### src/rtl/load_store_unit.sv
// Load/store unit: one outstanding access, byte/half/word with lane steering,
// sign/zero extension on loads, and a bounded wait for read data.
module load_store_unit #(
  parameter int WIDTH   = 32,
  parameter int TIMEOUT = 255
) (
  input  logic             clk,
  input  logic             rst,
  input  logic             req_valid,
  output logic             req_ready,
  input  logic [6:0]       opcode,
  input  logic [2:0]       func3,
  input  logic [WIDTH-1:0] addr,
  input  logic [WIDTH-1:0] wdata,
  output logic             rsp_valid,
  output logic [WIDTH-1:0] rsp_rdata,
  output logic             rsp_err,
  output logic [1:0]       rsp_cause,
  output logic             mem_req,
  output logic             mem_we,
  output logic [WIDTH-1:0] mem_addr,
  output logic [3:0]       mem_be,
  output logic [WIDTH-1:0] mem_wdata,
  input  logic             mem_gnt,
  input  logic             mem_rvalid,
  input  logic [WIDTH-1:0] mem_rdata
);

  localparam logic [6:0] OPC_LOAD  = 7'b0000011;
  localparam logic [6:0] OPC_STORE = 7'b0100011;
  localparam int         CNT_W     = (TIMEOUT > 1) ? $clog2(TIMEOUT + 1) : 1;
  localparam logic [CNT_W-1:0] CNT_LAST = CNT_W'(TIMEOUT - 1);

  typedef enum logic [1:0] {S_IDLE, S_REQ, S_WAIT, S_RESP} state_t;

  state_t             state_q, state_d;
  logic               is_load_q, is_load_d;
  logic [2:0]         func3_q, func3_d;
  logic [WIDTH-1:0]   addr_q, addr_d;
  logic [WIDTH-1:0]   wdata_q, wdata_d;
  logic [CNT_W-1:0]   cnt_q, cnt_d;
  logic [WIDTH-1:0]   rdata_q, rdata_d;
  logic               err_q, err_d;
  logic [1:0]         cause_q, cause_d;

  logic               in_is_load, in_is_store, in_legal, in_misaligned;
  logic [7:0]         ld_byte;
  logic [15:0]        ld_half;
  logic [WIDTH-1:0]   ld_data;

  // Decode of the incoming request, evaluated while IDLE.
  always_comb begin
    in_is_load  = (opcode == OPC_LOAD);
    in_is_store = (opcode == OPC_STORE);
    in_legal    = 1'b0;
    if (in_is_load)
      in_legal = (func3 == 3'b000) || (func3 == 3'b001) || (func3 == 3'b010) ||
                 (func3 == 3'b100) || (func3 == 3'b101);
    else if (in_is_store)
      in_legal = (func3 == 3'b000) || (func3 == 3'b001) || (func3 == 3'b010);
    in_misaligned = ((func3[1:0] == 2'b01) && addr[0]) ||
                    ((func3[1:0] == 2'b10) && (addr[1:0] != 2'b00));
  end

  always_comb begin
    case (addr_q[1:0])
      2'b00:   ld_byte = mem_rdata[7:0];
      2'b01:   ld_byte = mem_rdata[15:8];
      2'b10:   ld_byte = mem_rdata[23:16];
      default: ld_byte = mem_rdata[31:24];
    endcase
    ld_half = addr_q[1] ? mem_rdata[31:16] : mem_rdata[15:0];
    case (func3_q)
      3'b000:  ld_data = {{(WIDTH-8){ld_byte[7]}}, ld_byte};
      3'b001:  ld_data = {{(WIDTH-16){ld_half[15]}}, ld_half};
      3'b100:  ld_data = {{(WIDTH-8){1'b0}}, ld_byte};
      3'b101:  ld_data = {{(WIDTH-16){1'b0}}, ld_half};
      default: ld_data = mem_rdata;
    endcase
  end

  always_comb begin
    state_d   = state_q;
    is_load_d = is_load_q;
    func3_d   = func3_q;
    addr_d    = addr_q;
    wdata_d   = wdata_q;
    cnt_d     = cnt_q;
    rdata_d   = rdata_q;
    err_d     = err_q;
    cause_d   = cause_q;
    case (state_q)
      S_IDLE: begin
        if (req_valid && (in_is_load || in_is_store)) begin
          is_load_d = in_is_load;
          func3_d   = func3;
          addr_d    = addr;
          wdata_d   = wdata;
          cnt_d     = '0;
          rdata_d   = '0;
          err_d     = 1'b0;
          cause_d   = 2'b00;
          if (!in_legal) begin
            err_d   = 1'b1;
            cause_d = 2'b10;
            state_d = S_RESP;
          end else if (in_misaligned) begin
            err_d   = 1'b1;
            cause_d = 2'b01;
            state_d = S_RESP;
          end else begin
            state_d = S_REQ;
          end
        end
      end
      S_REQ: begin
        if (mem_gnt) begin
          cnt_d   = '0;
          state_d = is_load_q ? S_WAIT : S_RESP;
        end
      end
      S_WAIT: begin
        // Read data in the expiry cycle takes priority over the timeout.
        if (mem_rvalid) begin
          rdata_d = ld_data;
          state_d = S_RESP;
        end else if (cnt_q == CNT_LAST) begin
          err_d   = 1'b1;
          cause_d = 2'b11;
          state_d = S_RESP;
        end else begin
          cnt_d = cnt_q + 1'b1;
        end
      end
      default: state_d = S_IDLE;
    endcase
  end

  always_ff @(posedge clk or posedge rst) begin
    if (rst) begin
      state_q   <= S_IDLE;
      is_load_q <= 1'b0;
      func3_q   <= '0;
      addr_q    <= '0;
      wdata_q   <= '0;
      cnt_q     <= '0;
      rdata_q   <= '0;
      err_q     <= 1'b0;
      cause_q   <= 2'b00;
    end else begin
      state_q   <= state_d;
      is_load_q <= is_load_d;
      func3_q   <= func3_d;
      addr_q    <= addr_d;
      wdata_q   <= wdata_d;
      cnt_q     <= cnt_d;
      rdata_q   <= rdata_d;
      err_q     <= err_d;
      cause_q   <= cause_d;
    end
  end

  always_comb begin
    req_ready = (state_q == S_IDLE);
    rsp_valid = (state_q == S_RESP);
    rsp_rdata = (state_q == S_RESP) ? rdata_q : '0;
    rsp_err   = (state_q == S_RESP) ? err_q : 1'b0;
    rsp_cause = (state_q == S_RESP) ? cause_q : 2'b00;
    mem_req   = (state_q == S_REQ);
    mem_we    = !is_load_q;
    mem_addr  = {addr_q[WIDTH-1:2], 2'b00};
    case (func3_q[1:0])
      2'b00: begin
        mem_be    = 4'b0001 << addr_q[1:0];
        mem_wdata = {4{wdata_q[7:0]}};
      end
      2'b01: begin
        mem_be    = addr_q[1] ? 4'b1100 : 4'b0011;
        mem_wdata = {2{wdata_q[15:0]}};
      end
      default: begin
        mem_be    = 4'b1111;
        mem_wdata = wdata_q;
      end
    endcase
  end

endmodule

### config.mk
export PLATFORM = sky130hd
export DESIGN_NAME = load_store_unit
export DESIGN_NICKNAME = d
export VERILOG_FILES = /design/src/rtl/load_store_unit.sv
export SDC_FILE = /design/constraint.sdc
export NUM_CORES = 1
export LEC_CHECK = 0
export CAP_MARGIN = 20
export CORE_UTILIZATION = 46
export DETAILED_ROUTE_END_ITERATION = 8
export GPL_ROUTABILITY_DRIVEN = 0
export PLACE_DENSITY = 0.9
export SLEW_MARGIN = 20
export SYNTH_ARGS = -nofsm -noshare
export SYNTH_HDL_FRONTEND = slang
export SYNTH_SLANG_ARGS = --single-unit
### constraint.sdc
create_clock -name clk -period 5.2 [get_ports clk]
set_input_delay 1.56 -clock clk [delete_from_list [all_inputs] [get_ports clk]]
set_output_delay 1.56 -clock clk [all_outputs]
set_load 0.01 [all_outputs]
==> flow_summary.ini <==
[yosys]
synth-edff-count = 0
synth_cells = 560
yosysTopAreaCell = dfrtp_1
synth_top_family_by_area = multiplexers
synth_warnings = 0
ys.flop_type = dfrtp_1
yosys.area_share.simple_pct = 12.6
synth.avg_cell_area_sq_um = 11.2
synth-compound-area-share_pct = 12.4
synth_adder_area_share_pct = 1.19
synth_cell_types = 56
synthMuxAreaShare_pct = 19.1
yosys.area.top_type_share_pct = 45.0
synth.area.top_cells = dfrtp_1 (45%), mux2_1 (16%), a32o_1 (4.9%)
ys_seq_elements = 113
synth-xor-area-share_pct = 0.139
syn-cell-area_sq_um = 6290
yosysSeqAreaShare_pct = 45.0
async_flop_share_pct = 100

[power_and_ir_drop]
p_int_mw = 2.32
ir_worst_vdd_mv = 0.243
p_leak_nw = 3.77
switching_share_pct = 32.3
pwr-share-seq_pct = 34.3
pwr-share-comb_pct = 36.0
p_clk_share_pct = 29.6
p_per_area_nw_per_um2 = 394
switchingPower_mw = 1.11

[hold_path]
min_path_type = reg -> reg

[cts]
cts_root_buffer = clkbuf_16
clk_path_buf_depth = 2
insertion_delay_ns = 0.42
ctsHtreeMaxLevel = 4
cts_tree = built
clkTransAtPathRegs_ns = 0.05
post-cts-setup-buffers = 0
cts-buffers-inserted = 17
holdBufCountCts = 0
cts_resized = 0
cts_sinks = 113

[cells_and_area]
syn_to_final_growth_pct = 38.6
nFillCells = 1011
final_nets = 843
diodes = 0
postLayoutCoreUtil_pct = 65.6
drive_gt1_share_pct = 7.32

[global_routing]
grt_pass1_vias = 5360
grt.overflow.total = 0
grt_max_degree = 78
grt_usage_pct = 24.9
grt_first_pass_wirelength_microns = 27300
antenna_found_initial = 0

[detailed_routing]
drcViolationCount = 0
routed_wl_microns = 16800
vias = 5093
via_per_inst = 5.57
dr.first_iter.drc_count = 273
final_antenna_net_count = 0
drtPass1Iterations = 5
wl_per_cell_microns = 18.4

[floorplanning]
die_w_microns = 119
start_util_pct = 47.3
num_rows = 42
io-pin-count = 218
dieArea_sq_um = 14100
die_h_microns = 119
core-area_sq_um = 13300

[timing]
post-route-min-period_ns = 4.05
rsz0062_at_grt = no
fin_worst_skew_ns = 0.00984
slew_violations = 0
fmax_mhz = 247
hold_viol_final = 0
tns_ns = 0
slew_headroom_pct = 36.5
fin_crit_sh_pct = 77.9
tightest_slew_ns = 0.953
setup_violations = 0

[place]
dp.final_hpwl_microns = 11900
portBuffers = 215

[critical_path]
critPathKind = reg -> out
critPathArrivalTime_ns = 2.49
cp-start-kind = register
end_kind = output pin
cp.required_ns = 3.64
path_max_fanout = 17

[run_status]
status = finished, final reports clean

[job]
cap_violations = 0
-- metal layers --
layer | global-route usage, % | wire length, microns | vias to the layer above
li1 | - | - | 2294
met1 | 27.9 | 6340 | 2507
met2 | 43.2 | 8840 | 250
met3 | 7.81 | 1190 | 42
met4 | 11.1 | 468 | 0
met5 | 0 | 0 | -
-- state kept, by name, summed over array words and instances, names as in the netlist --
name,count
addr_q,32
cause_q,2
cnt_q,8
err_q,1
func3_q,3
is_load_q,1
rdata_q,32
state_q,2
wdata_q,32
-- through the flow --
step	cell area [sq um]	hold slack, ns	setup WS (ns)	power [mW]	cells
after detailed placement	8200	0.471	1.40	2.41	883
after floorplan	6290	0.443	0.653	1.95	561
after global placement	8200	0.467	1.51	2.35	883
final	8720	0.479	1.15	3.43	914
after global routing	8720	0.501	1.04	3.60	914
after CTS	8720	0.483	0.950	3.45	914
-- kinds of logic (layout without fill, tap and decap cells) --
family | count (synthesis) | in the layout
AO/OA/AOI/OAI | 95 | 95
XOR/XNOR | 1 | 1
adder cells (fa/ha/maj) | 6 | 6
buffers and inverters | 95 | 272
flip-flops | 113 | 113
multiplexers | 108 | 108
other | 1 | 2
AND/OR/NAND/NOR | 141 | 141
-- cells in the final DEF (no fill, tap or decap), drive strengths merged, types with 10 or more instances in the layout --
master,synthesis,final
and2,37,37
inv,17,17
nand2,28,28
dfrtp,113,113
nor2,14,14
mux2i,19,19
mux2,88,88
clkdlybuf4s50,0,215
o21ai,25,25
a32o,31,31
nand2b,26,26
nand3,10,10
clkbuf,12,25
-- power groups by stage --
stage / sequential (mW) / combinational [mW] / clock, mW
2_1_floorplan: 1.14 / 0.810 / 0
3_3_place_gp: 1.17 / 1.18 / 0
3_5_place_dp: 1.19 / 1.23 / 0
4_1_cts: 1.17 / 1.24 / 1.03
5_1_grt: 1.20 / 1.33 / 1.08
6_report: 1.18 / 1.24 / 1.02
-- Yosys cell counts, drive strengths merged (2+ instances only) --
cell    count
a21oi       3
a31o        2
a31oi       2
a32o       31
a32oi       7
and2       37
buf        64
clkbuf     12
dfrtp     113
ha          6
inv        17
mux2       88
mux2i      19
nand2      28
nand2b     26
nand3      10
nand3b      2
nand4       6
nor2       14
nor2b       2
nor3        2
o211ai      6
o21ai      25
o21bai      3
o221ai      2
o22ai       7
or2b        8
-- area by class of cell --
cell class	instances	area (sq um)	area share, %
Timing Repair Buffer	223	2210	25.4
Clock buffer	25	485	5.57
Multi-Input combinational cell	353	2870	32.9
Sequential cell	113	2830	32.4
Inverter	18	70.1	0.804
Clock inverter	6	32.5	0.373
Tap cell	176	220	2.53
-- path summary, 6_finish.rpt --
kind	cells after the start	slack (ns)	start	to
worst min-delay path	2	0.48	is_load_q	is_load_q
worst max-delay path	4	1.15	func3_q[0]	mem_wdata[11]
max in group asynchronous	3	2.63	rst	addr_q[7]
min in group asynchronous	2	1.73	rst	wdata_q[9]
worst max register to register	5	2.89	state_q[0]	wdata_q[8]
worst min register to register	2	0.48	is_load_q	is_load_q
-- worst max-delay path, stage by stage (launching register included) --
cell	delay [ns]
dfrtp_1	0.35
buf_4	0.20
nor2_1	0.63
mux2_1	0.40
clkdlybuf4s50_1	0.49
Power figures use the tool's default switching activity.
